## config.mk

```make
export PLATFORM = sky130hd
export DESIGN_NAME = trap_csr_unit
export DESIGN_NICKNAME = d
export VERILOG_FILES = /design/src/rtl/trap_csr_unit.sv
export SDC_FILE = /design/constraint.sdc
export NUM_CORES = 1
export LEC_CHECK = 0
export ABC_CLOCK_PERIOD_IN_PS = 4700
export BUFFER_PORTS_ARGS = -buffer_cell sky130_fd_sc_hd__buf_2
export CORE_ASPECT_RATIO = 1.2
export CORE_MARGIN = 5
export CORE_UTILIZATION = 39
export CTS_CLUSTER_DIAMETER = 50
export DETAILED_ROUTE_END_ITERATION = 12
export SLEW_MARGIN = 20
export SYNTH_ARGS = -nofsm -noshare
export SYNTH_HDL_FRONTEND = slang
export SYNTH_SLANG_ARGS = --single-unit
```

## constraint.sdc

```tcl
create_clock -name clk -period 4.7 [get_ports clk]
set_input_delay 0.47 -clock clk [delete_from_list [all_inputs] [get_ports clk]]
set_output_delay 0.47 -clock clk [all_outputs]
set_load 0.01 [all_outputs]
```

## src/rtl/trap_csr_unit.sv

```systemverilog
// rtl/trap_csr_unit.sv - machine-mode trap and CSR unit (mstatus/mie/mip/mtvec/mepc/mcause)
// Arbitrates interrupt > exception > MRET > CSR write for the EX-stage instruction.
module trap_csr_unit #(
  parameter int              XLEN       = 32,
  parameter int              NUM_IRQ    = 4,
  parameter logic [XLEN-1:0] TVEC_RESET = 'h0000_0100
) (
  input  logic               clk,
  input  logic               reset,
  input  logic [NUM_IRQ-1:0] irq_in,
  input  logic               ex_valid,
  input  logic [XLEN-1:0]    ex_pc,
  input  logic               ex_exc,
  input  logic [7:0]         ex_exc_code,
  input  logic               ex_mret,
  input  logic [1:0]         csr_op,
  input  logic [11:0]        csr_addr,
  input  logic [XLEN-1:0]    csr_wdata,
  output logic [XLEN-1:0]    csr_rdata,
  output logic               redirect,
  output logic [XLEN-1:0]    redirect_pc,
  output logic [NUM_IRQ-1:0] irq_pending
);

  localparam logic [11:0] ADDR_MSTATUS = 12'h300;
  localparam logic [11:0] ADDR_MIE     = 12'h304;
  localparam logic [11:0] ADDR_MTVEC   = 12'h305;
  localparam logic [11:0] ADDR_MEPC    = 12'h341;
  localparam logic [11:0] ADDR_MCAUSE  = 12'h342;
  localparam logic [11:0] ADDR_MIP     = 12'h344;

  localparam logic [1:0] OP_RW = 2'b01;
  localparam logic [1:0] OP_RS = 2'b10;
  localparam logic [1:0] OP_RC = 2'b11;

  logic [NUM_IRQ-1:0] sync1_q, sync1_d;
  logic [NUM_IRQ-1:0] sync2_q, sync2_d;
  logic               mstatus_mie_q, mstatus_mie_d;
  logic               mpie_q, mpie_d;
  logic [NUM_IRQ-1:0] mie_q, mie_d;
  logic [XLEN-1:2]    mtvec_base_q, mtvec_base_d;
  logic               mtvec_mode_q, mtvec_mode_d;
  logic [XLEN-1:2]    mepc_q, mepc_d;
  logic               mcause_int_q, mcause_int_d;
  logic [7:0]         mcause_code_q, mcause_code_d;

  logic [NUM_IRQ-1:0] pend;
  logic [3:0]         irq_idx;
  logic               irq_take, exc_take, mret_take, csr_we;
  logic [XLEN-1:0]    csr_new;

  // Lowest-index pending line wins, so scan downward and let the last hit stick.
  always_comb begin
    pend    = sync2_q & mie_q;
    irq_idx = 4'd0;
    for (int i = NUM_IRQ - 1; i >= 0; i--) begin
      if (pend[i]) irq_idx = 4'(i);
    end
  end

  assign irq_pending = pend;
  assign irq_take    = ex_valid & mstatus_mie_q & (|pend);
  assign exc_take    = ex_valid & ~irq_take & ex_exc;
  assign mret_take   = ex_valid & ~irq_take & ~ex_exc & ex_mret;
  assign csr_we      = ex_valid & ~irq_take & ~ex_exc & ~ex_mret & (csr_op != 2'b00)
                     & ((csr_op == OP_RW) | (|csr_wdata));

  always_comb begin
    csr_rdata = '0;
    case (csr_addr)
      ADDR_MSTATUS: csr_rdata = {{(XLEN-8){1'b0}}, mpie_q, 3'b000, mstatus_mie_q, 3'b000};
      ADDR_MIE:     csr_rdata = {{(XLEN-NUM_IRQ){1'b0}}, mie_q};
      ADDR_MIP:     csr_rdata = {{(XLEN-NUM_IRQ){1'b0}}, sync2_q};
      ADDR_MTVEC:   csr_rdata = {mtvec_base_q, 1'b0, mtvec_mode_q};
      ADDR_MEPC:    csr_rdata = {mepc_q, 2'b00};
      ADDR_MCAUSE:  csr_rdata = {mcause_int_q, {(XLEN-9){1'b0}}, mcause_code_q};
      default:      csr_rdata = '0;
    endcase
  end

  always_comb begin
    case (csr_op)
      OP_RW:   csr_new = csr_wdata;
      OP_RS:   csr_new = csr_rdata | csr_wdata;
      OP_RC:   csr_new = csr_rdata & ~csr_wdata;
      default: csr_new = csr_rdata;
    endcase
  end

  always_comb begin
    redirect    = irq_take | exc_take | mret_take;
    redirect_pc = {mtvec_base_q, 2'b00};
    if (mret_take) begin
      redirect_pc = {mepc_q, 2'b00};
    end else if (irq_take && mtvec_mode_q) begin
      redirect_pc = {mtvec_base_q, 2'b00} + {{(XLEN-6){1'b0}}, irq_idx, 2'b00};
    end
  end

  always_comb begin
    sync1_d       = irq_in;
    sync2_d       = sync1_q;
    mstatus_mie_d = mstatus_mie_q;
    mpie_d        = mpie_q;
    mie_d         = mie_q;
    mtvec_base_d  = mtvec_base_q;
    mtvec_mode_d  = mtvec_mode_q;
    mepc_d        = mepc_q;
    mcause_int_d  = mcause_int_q;
    mcause_code_d = mcause_code_q;
    if (irq_take || exc_take) begin
      mepc_d        = ex_pc[XLEN-1:2];
      mcause_int_d  = irq_take;
      mcause_code_d = irq_take ? {4'b0000, irq_idx} : ex_exc_code;
      mpie_d        = mstatus_mie_q;
      mstatus_mie_d = 1'b0;
    end else if (mret_take) begin
      mstatus_mie_d = mpie_q;
      mpie_d        = 1'b1;
    end else if (csr_we) begin
      // Read-only and unimplemented bits are dropped after the RW/RS/RC op.
      case (csr_addr)
        ADDR_MSTATUS: begin
          mstatus_mie_d = csr_new[3];
          mpie_d        = csr_new[7];
        end
        ADDR_MIE:    mie_d = csr_new[NUM_IRQ-1:0];
        ADDR_MTVEC: begin
          mtvec_base_d = csr_new[XLEN-1:2];
          mtvec_mode_d = csr_new[0];
        end
        ADDR_MEPC:   mepc_d = csr_new[XLEN-1:2];
        ADDR_MCAUSE: begin
          mcause_int_d  = csr_new[XLEN-1];
          mcause_code_d = csr_new[7:0];
        end
        default: ;
      endcase
    end
  end

  always_ff @(posedge clk or posedge reset) begin
    if (reset) begin
      sync1_q       <= '0;
      sync2_q       <= '0;
      mstatus_mie_q <= 1'b0;
      mpie_q        <= 1'b0;
      mie_q         <= '0;
      mtvec_base_q  <= TVEC_RESET[XLEN-1:2];
      mtvec_mode_q  <= TVEC_RESET[0];
      mepc_q        <= '0;
      mcause_int_q  <= 1'b0;
      mcause_code_q <= '0;
    end else begin
      sync1_q       <= sync1_d;
      sync2_q       <= sync2_d;
      mstatus_mie_q <= mstatus_mie_d;
      mpie_q        <= mpie_d;
      mie_q         <= mie_d;
      mtvec_base_q  <= mtvec_base_d;
      mtvec_mode_q  <= mtvec_mode_d;
      mepc_q        <= mepc_d;
      mcause_int_q  <= mcause_int_d;
      mcause_code_q <= mcause_code_d;
    end
  end

endmodule
```

==> out/summary.txt, run 1 <==
Final nets = 958
actual slew at the worst max-slew pin = 941 ps
initial antenna violation count = 0
Clock Skew = 10.8 ps
vias in the first global route = 6108
FFs w/ async S/R, synth = 1.00
# hold bufs at CTS = 0
Clk Tree Root Cell = clkbuf_16
Post-synth EDFFs = 0
most common cell after layout, fill and taps aside = buf_2
Internal Power = 1.39 mW
period utilization = 0.779
setup slack, reg-to-reg = 2070 ps
number of CTS-inserted buffers = 9
most frequent cells in the layout = buf_2, nand2_1, dfrtp_1
crit-path max FO = 7
Fillers = 1645
clock sink count = 84
M1 WL = 9.38 mm
Die Span X = 126 microns
peak supply drop = 0.170 mV
metal2 WL = 10.9 mm
combinational share of power = 0.172
CP startpoint kind = flop
global route overflow = 0
Sequential Power Share = 0.429
synth unique cells = 65
Clk pin slew, worst setup/hold paths = 60 ps
Area Overhead vs Synth = 19.9%
sw frac = 0.289
Port Buffer Count = 159
CP arrival = 3190 ps
TNS Setup = 0 ps
largest buffer count on any clock path = 2
HPWL after detailed placement = 16.1 mm
setup bufs post-CTS = 0
Clock Latency Late Sink = 350 ps
DR WL/cell = 20.6 microns
Met3 Routed Length = 1.48 mm
Diodes inserted = 0
Vias/cell = 5.72
Die ar. = 0.0188 sq mm
Finished Core Util = 0.470
Initial Utilization = 0.392
pin count of the biggest net entering global routing = 52
switching power = 0.566 mW
Critical Path End Type = primary output
Static Leak = 3.29 nW
clock tree from TritonCTS = done
Routed Antenna Nets = 0
core box area = 0.0161 sq mm
Syn Inst Count = 735
# DRC = 0
first-pass GRT wire length = 34.5 mm
setup slack after layout = 1040 ps
synthesized area = 0.00631 sq mm
pre-CTS setup slack = 1420 ps
gp weighted congestion = 0.882
crit path kind = flop to primary output
Inst Count DP = 1061
outcome = finished, final reports clean
DR vias = 6156
Syn Area/Cell = 8.58 sq um
worst hold-check path type = primary input to flop
min cycle time layout = 3660 ps
top sig layer = met4
fmax = 273 MHz
share of layout cells above drive strength 1 = 0.279
Max-slew headroom = 0.373
DR pass1 iterations = 5
Clock Power Share = 0.399
CP Data Required Time = 4230 ps
WL final = 22.2 mm
synth warn = 0
pins over their slew limit = 0
cts repair resizes = 0
total track usage = 0.233
Rows = 51
Die Y = 149 microns
drt first-iter violations = 495
I/O pins = 164
# Max-Cap Violations = 0
Final Non-Filler Cells = 1077
Fin. Hold Viols = 0
Final setup viols = 0
RSZ-0062 raised after global routing = no
sequential area share after synthesis = 0.333
Cell Pwr Density = 259 mW/mm^2
Synth Register Bits = 84
H-tree Lvls = 3
commonest register cell after synthesis = dfrtp_1
## power by group through the flow
stage               logic (mW)  registers (mW)  clock network, mW
CTS                      0.338           0.840              0.791
global route             0.373           0.850              0.813
finish                   0.336           0.841              0.782
floorplan                0.213           0.838                  0
detailed placement       0.337           0.854                  0
global placement         0.332           0.853                  0
## cell usage after synthesis, drive strengths merged, types with 2 or more instances
master | count | area (sq um)
a211oi | 3 | 22.5
a21o | 2 | 15.0
a21oi | 13 | 65.1
a22o | 28 | 245
a22oi | 46 | 345
a2bb2oi | 2 | 17.5
a31oi | 3 | 18.8
a32oi | 6 | 52.6
and2 | 10 | 62.6
and3 | 7 | 43.8
and3b | 3 | 26.3
and4 | 3 | 26.3
buf | 21 | 115
clkbuf | 37 | 139
dfrtp | 83 | 2080
ha | 2 | 25.0
inv | 12 | 45.0
mux2 | 31 | 349
mux2i | 32 | 320
nand2 | 117 | 439
nand2b | 5 | 31.3
nand3 | 27 | 135
nand4 | 12 | 75.1
nand4bb | 2 | 22.5
nor2 | 17 | 78.8
nor2b | 3 | 18.8
nor3 | 13 | 75.1
nor3b | 2 | 15.0
nor4 | 14 | 115
o211ai | 8 | 60.1
o21a | 3 | 22.5
o21ai | 74 | 370
o22ai | 4 | 25.0
o2bb2ai | 2 | 17.5
or2 | 3 | 18.8
or3 | 4 | 30.0
or3b | 2 | 17.5
or4 | 6 | 52.6
xnor2 | 41 | 359
xor2 | 19 | 166
## routing by layer
| metal | up-vias | global-route usage |
|---|---|---|
| met5 | - | 0 |
| met1 | 2941 | 0.305 |
| met4 | 0 | 0.0746 |
| met2 | 258 | 0.396 |
| met3 | 31 | 0.0344 |
| li1 | 2926 | - |
## logic make-up (layout without fill, tap and decap cells)
logic type / Yosys count / after routing / share of synthesized area
AO/OA/AOI/OAI: 200 / 200 / 0.211
XOR/XNOR: 60 / 60 / 0.0833
adder cells (fa/ha/maj): 3 / 3 / 0.00714
buffers and inverters: 70 / 199 / 0.0474
flip-flops: 84 / 84 / 0.333
multiplexers: 63 / 63 / 0.106
other: 1 / 2 / 0.000595
AND/OR/NAND/NOR: 254 / 254 / 0.211
## metrics by stage
step                      cell area [sq um]  power (mW)  hold slack, ps
after global routing                   7560        2.04             226
after detailed placement               7240        1.19             336
after global placement                 7240        1.19             350
after floorplan                        6310        1.05             331
final                                  7560        1.96             228
after CTS                              7560        1.97             222
## area by class of cell
cell class                      count  area [sq um]  area share
Timing Repair Buffer              171           886       0.117
Multi-Input combinational cell    582          3940       0.521
Clock inverter                      3          42.5     0.00563
Inverter                           12          46.3     0.00612
Sequential cell                    84          2100       0.278
Clock buffer                       13           280      0.0371
Tap cell                          212           265      0.0351
## flip-flops by register name (all words and copies together), names as in the netlist
name           flops
mcause_code_q      8
mtvec_mode_q       1
mie_q              4
mstatus_mie_q      1
mpie_q             1
mepc_q            30
mcause_int_q       1
sync1_q            4
sync2_q            4
mtvec_base_q      30
## path summary, 6_finish.rpt
kind / startpoint / to / cells after the start
setup / recovery: sync2_q[3] / redirect_pc[31] / 10
hold / removal: irq_in[1] / sync1_q[1] / 1
setup reg to reg: sync2_q[3] / mcause_code_q[5] / 6
hold reg to reg: sync1_q[1] / sync2_q[1] / 0
max in group asynchronous: reset / mepc_q[28] / 3
min in group asynchronous: reset / mtvec_base_q[3] / 2
## critical path, cell delays in order (launching register included)
cell	delay, ps
dfrtp_1	400
a22o_1	300
nand2b_1	170
inv_1	60
ha_1	260
a21oi_1	180
nor4_4	500
or3b_1	420
xor2_1	150
o21ai_1	210
buf_2	180
Power figures use the tool's default switching activity.
==> run 2: changes to the inputs <==
--- a/config.mk
+++ b/config.mk
@@ -5,7 +5,7 @@
 export SDC_FILE = /design/constraint.sdc
 export NUM_CORES = 1
 export LEC_CHECK = 0
-export ABC_CLOCK_PERIOD_IN_PS = 4700
+export ABC_CLOCK_PERIOD_IN_PS = 3400
 export BUFFER_PORTS_ARGS = -buffer_cell sky130_fd_sc_hd__buf_2
 export CORE_ASPECT_RATIO = 1.2
 export CORE_MARGIN = 5
==> constraint.sdc (replaced) <==
create_clock -name clk -period 3.4 [get_ports clk]
set_input_delay 0.34 -clock clk [delete_from_list [all_inputs] [get_ports clk]]
set_output_delay 0.34 -clock clk [all_outputs]
set_load 0.01 [all_outputs]
==> out/summary.txt, run 2 (synthesis results as in run 1) <==
critical path depth = 11
initial antenna violation count = 0
Initial Utilization = 0.392
I/O pins = 164
WL final = 22.4 mm
Largest regs = mepc_q: 30 flops, mtvec_base_q: 30 flops, mcause_code_q: 8 flops
global route overflow = 0
setup slack, reg-to-reg = 920 ps
Slowest-stage cell, CP = fa_1
number of CTS-inserted buffers = 9
Diodes inserted = 0
crit-path max FO = 5
clock sink count = 84
Clk pin slew, worst setup/hold paths = 70 ps
Fin. Hold Viols = 0
outcome = finished, final reports clean
Clock Power Share = 0.388
Vias/cell = 5.76
Static Leak = 3.36 nW
H-tree Lvls = 3
Cell Pwr Density = 348 mW/mm^2
vias in the first global route = 6130
pin count of the biggest net entering global routing = 51
Area Overhead vs Synth = 21.8%
cts repair resizes = 0
CP Cell Sequence = and2_1 -> a21oi_1 -> nor2_1 -> ha_1 -> inv_1 -> fa_1 -> nor3_1 -> nand3_1 -> xor2_1 -> o21ai_0 -> buf_2
min cycle time layout = 3310 ps
Critical Path End Type = primary output
total track usage = 0.234
drt first-iter violations = 489
DR WL/cell = 20.6 microns
fmax = 302 MHz
switching power = 0.787 mW
# hold bufs at CTS = 0
gp weighted congestion = 0.909
core box area = 0.0161 sq mm
Clock Latency Late Sink = 350 ps
Die Y = 149 microns
pins over their slew limit = 0
setup bufs post-CTS = 0
Clock Skew = 9.45 ps
# DRC = 0
Rows = 51
first-pass GRT wire length = 34.5 mm
Sequential Power Share = 0.436
Reg2Reg Depth = 7
clock tree from TritonCTS = done
critical path's largest stage delay = 470 ps
Max-slew headroom = 0.481
CP arrival = 2970 ps
largest buffer count on any clock path = 2
# Max-Cap Violations = 0
period utilization = 0.972
Routed Antenna Nets = 0
Internal Power = 1.89 mW
crit path kind = flop to primary output
RSZ-0062 raised after global routing = yes
total power = 2.67 mW
combinational share of power = 0.175
share of layout cells above drive strength 1 = 0.288
actual slew at the worst max-slew pin = 778 ps
Largest delay share family, worst path = simple AND/OR/NAND/NOR gates
DR vias = 6245
Die Span X = 126 microns
WP buf/inv = 2
Die ar. = 0.0188 sq mm
most frequent cells in the layout = buf_2, nand2_1, dfrtp_1
DR pass1 iterations = 4
most common cell after layout, fill and taps aside = buf_2
worst hold-check path type = primary input to asynchronous set/reset pin
CP Data Required Time = 3060 ps
Final setup viols = 0
HPWL after detailed placement = 16.4 mm
Port Buffer Count = 159
sw frac = 0.294
CP startpoint kind = flop
Finished Core Util = 0.478
peak supply drop = 0.199 mV
Clk Tree Root Cell = clkbuf_16
Final nets = 966
run 2: cell count changes in the layout (fill, tap and decap cells not counted), sizes merged:
cell    before  now
clkinv       2    3
clkbuf      13   12
buf        171  179
run 2: through the flow:
step	setup WS [ps]	std cells	TNS (ps)	instance area (sq um)	hold slack, ps
global placement	383	1069	0	7350	353
detailed placement	404	1069	0	7350	336
finish	93.9	1085	0	7680	93.8
floorplan	706	736	0	6310	331
global route	-110	1085	-636	7680	94.4
CTS	13.6	1085	0	7650	95.1
run 2: worst register-to-register path: cells and delay by family, from the launching register on:
kind / cells / cell delay (ps)
AO/OA/AOI/OAI: 3 / 880
buffers and inverters: 1 / 250
multiplexers: 1 / 240
AND/OR/NAND/NOR: 2 / 570
flip-flops: 1 / 400
run 2: final timing paths:
kind,startpoint,endpoint
min in group clk,irq_in[2],sync1_q[2]
max in group asynchronous,reset,mtvec_base_q[8]
max reg2reg,sync2_q[3],mepc_q[18]
min,reset,sync1_q[2]
max,mie_q[1],redirect_pc[16]
min reg2reg,sync1_q[3],sync2_q[3]
run 2: routing by layer:
metal | part of all wire | track usage | vias to the layer above
met4 | 0.030 | 0.0880 | 0
met5 | 0 | 0 | -
met2 | 0.48 | 0.391 | 258
met3 | 0.067 | 0.0365 | 41
met1 | 0.43 | 0.306 | 2994
li1 | - | - | 2952
run 2: power groups by stage:
stage	logic [mW]	registers (mW)	clock network, mW
CTS	0.470	1.17	1.05
finish	0.468	1.17	1.04
global route	0.519	1.18	1.08
global placement	0.463	1.18	0
detailed placement	0.469	1.18	0
floorplan	0.294	1.16	0
run 2: layout make-up:
class | count | area (sq um)
Timing Repair Buffer | 179 | 996
Tap cell | 212 | 265
Inverter | 12 | 46.3
Fill cell | 1658 | 8400
Multi-Input combinational cell | 582 | 3970
Clock inverter | 4 | 47.5
Clock buffer | 12 | 256
Sequential cell | 84 | 2100
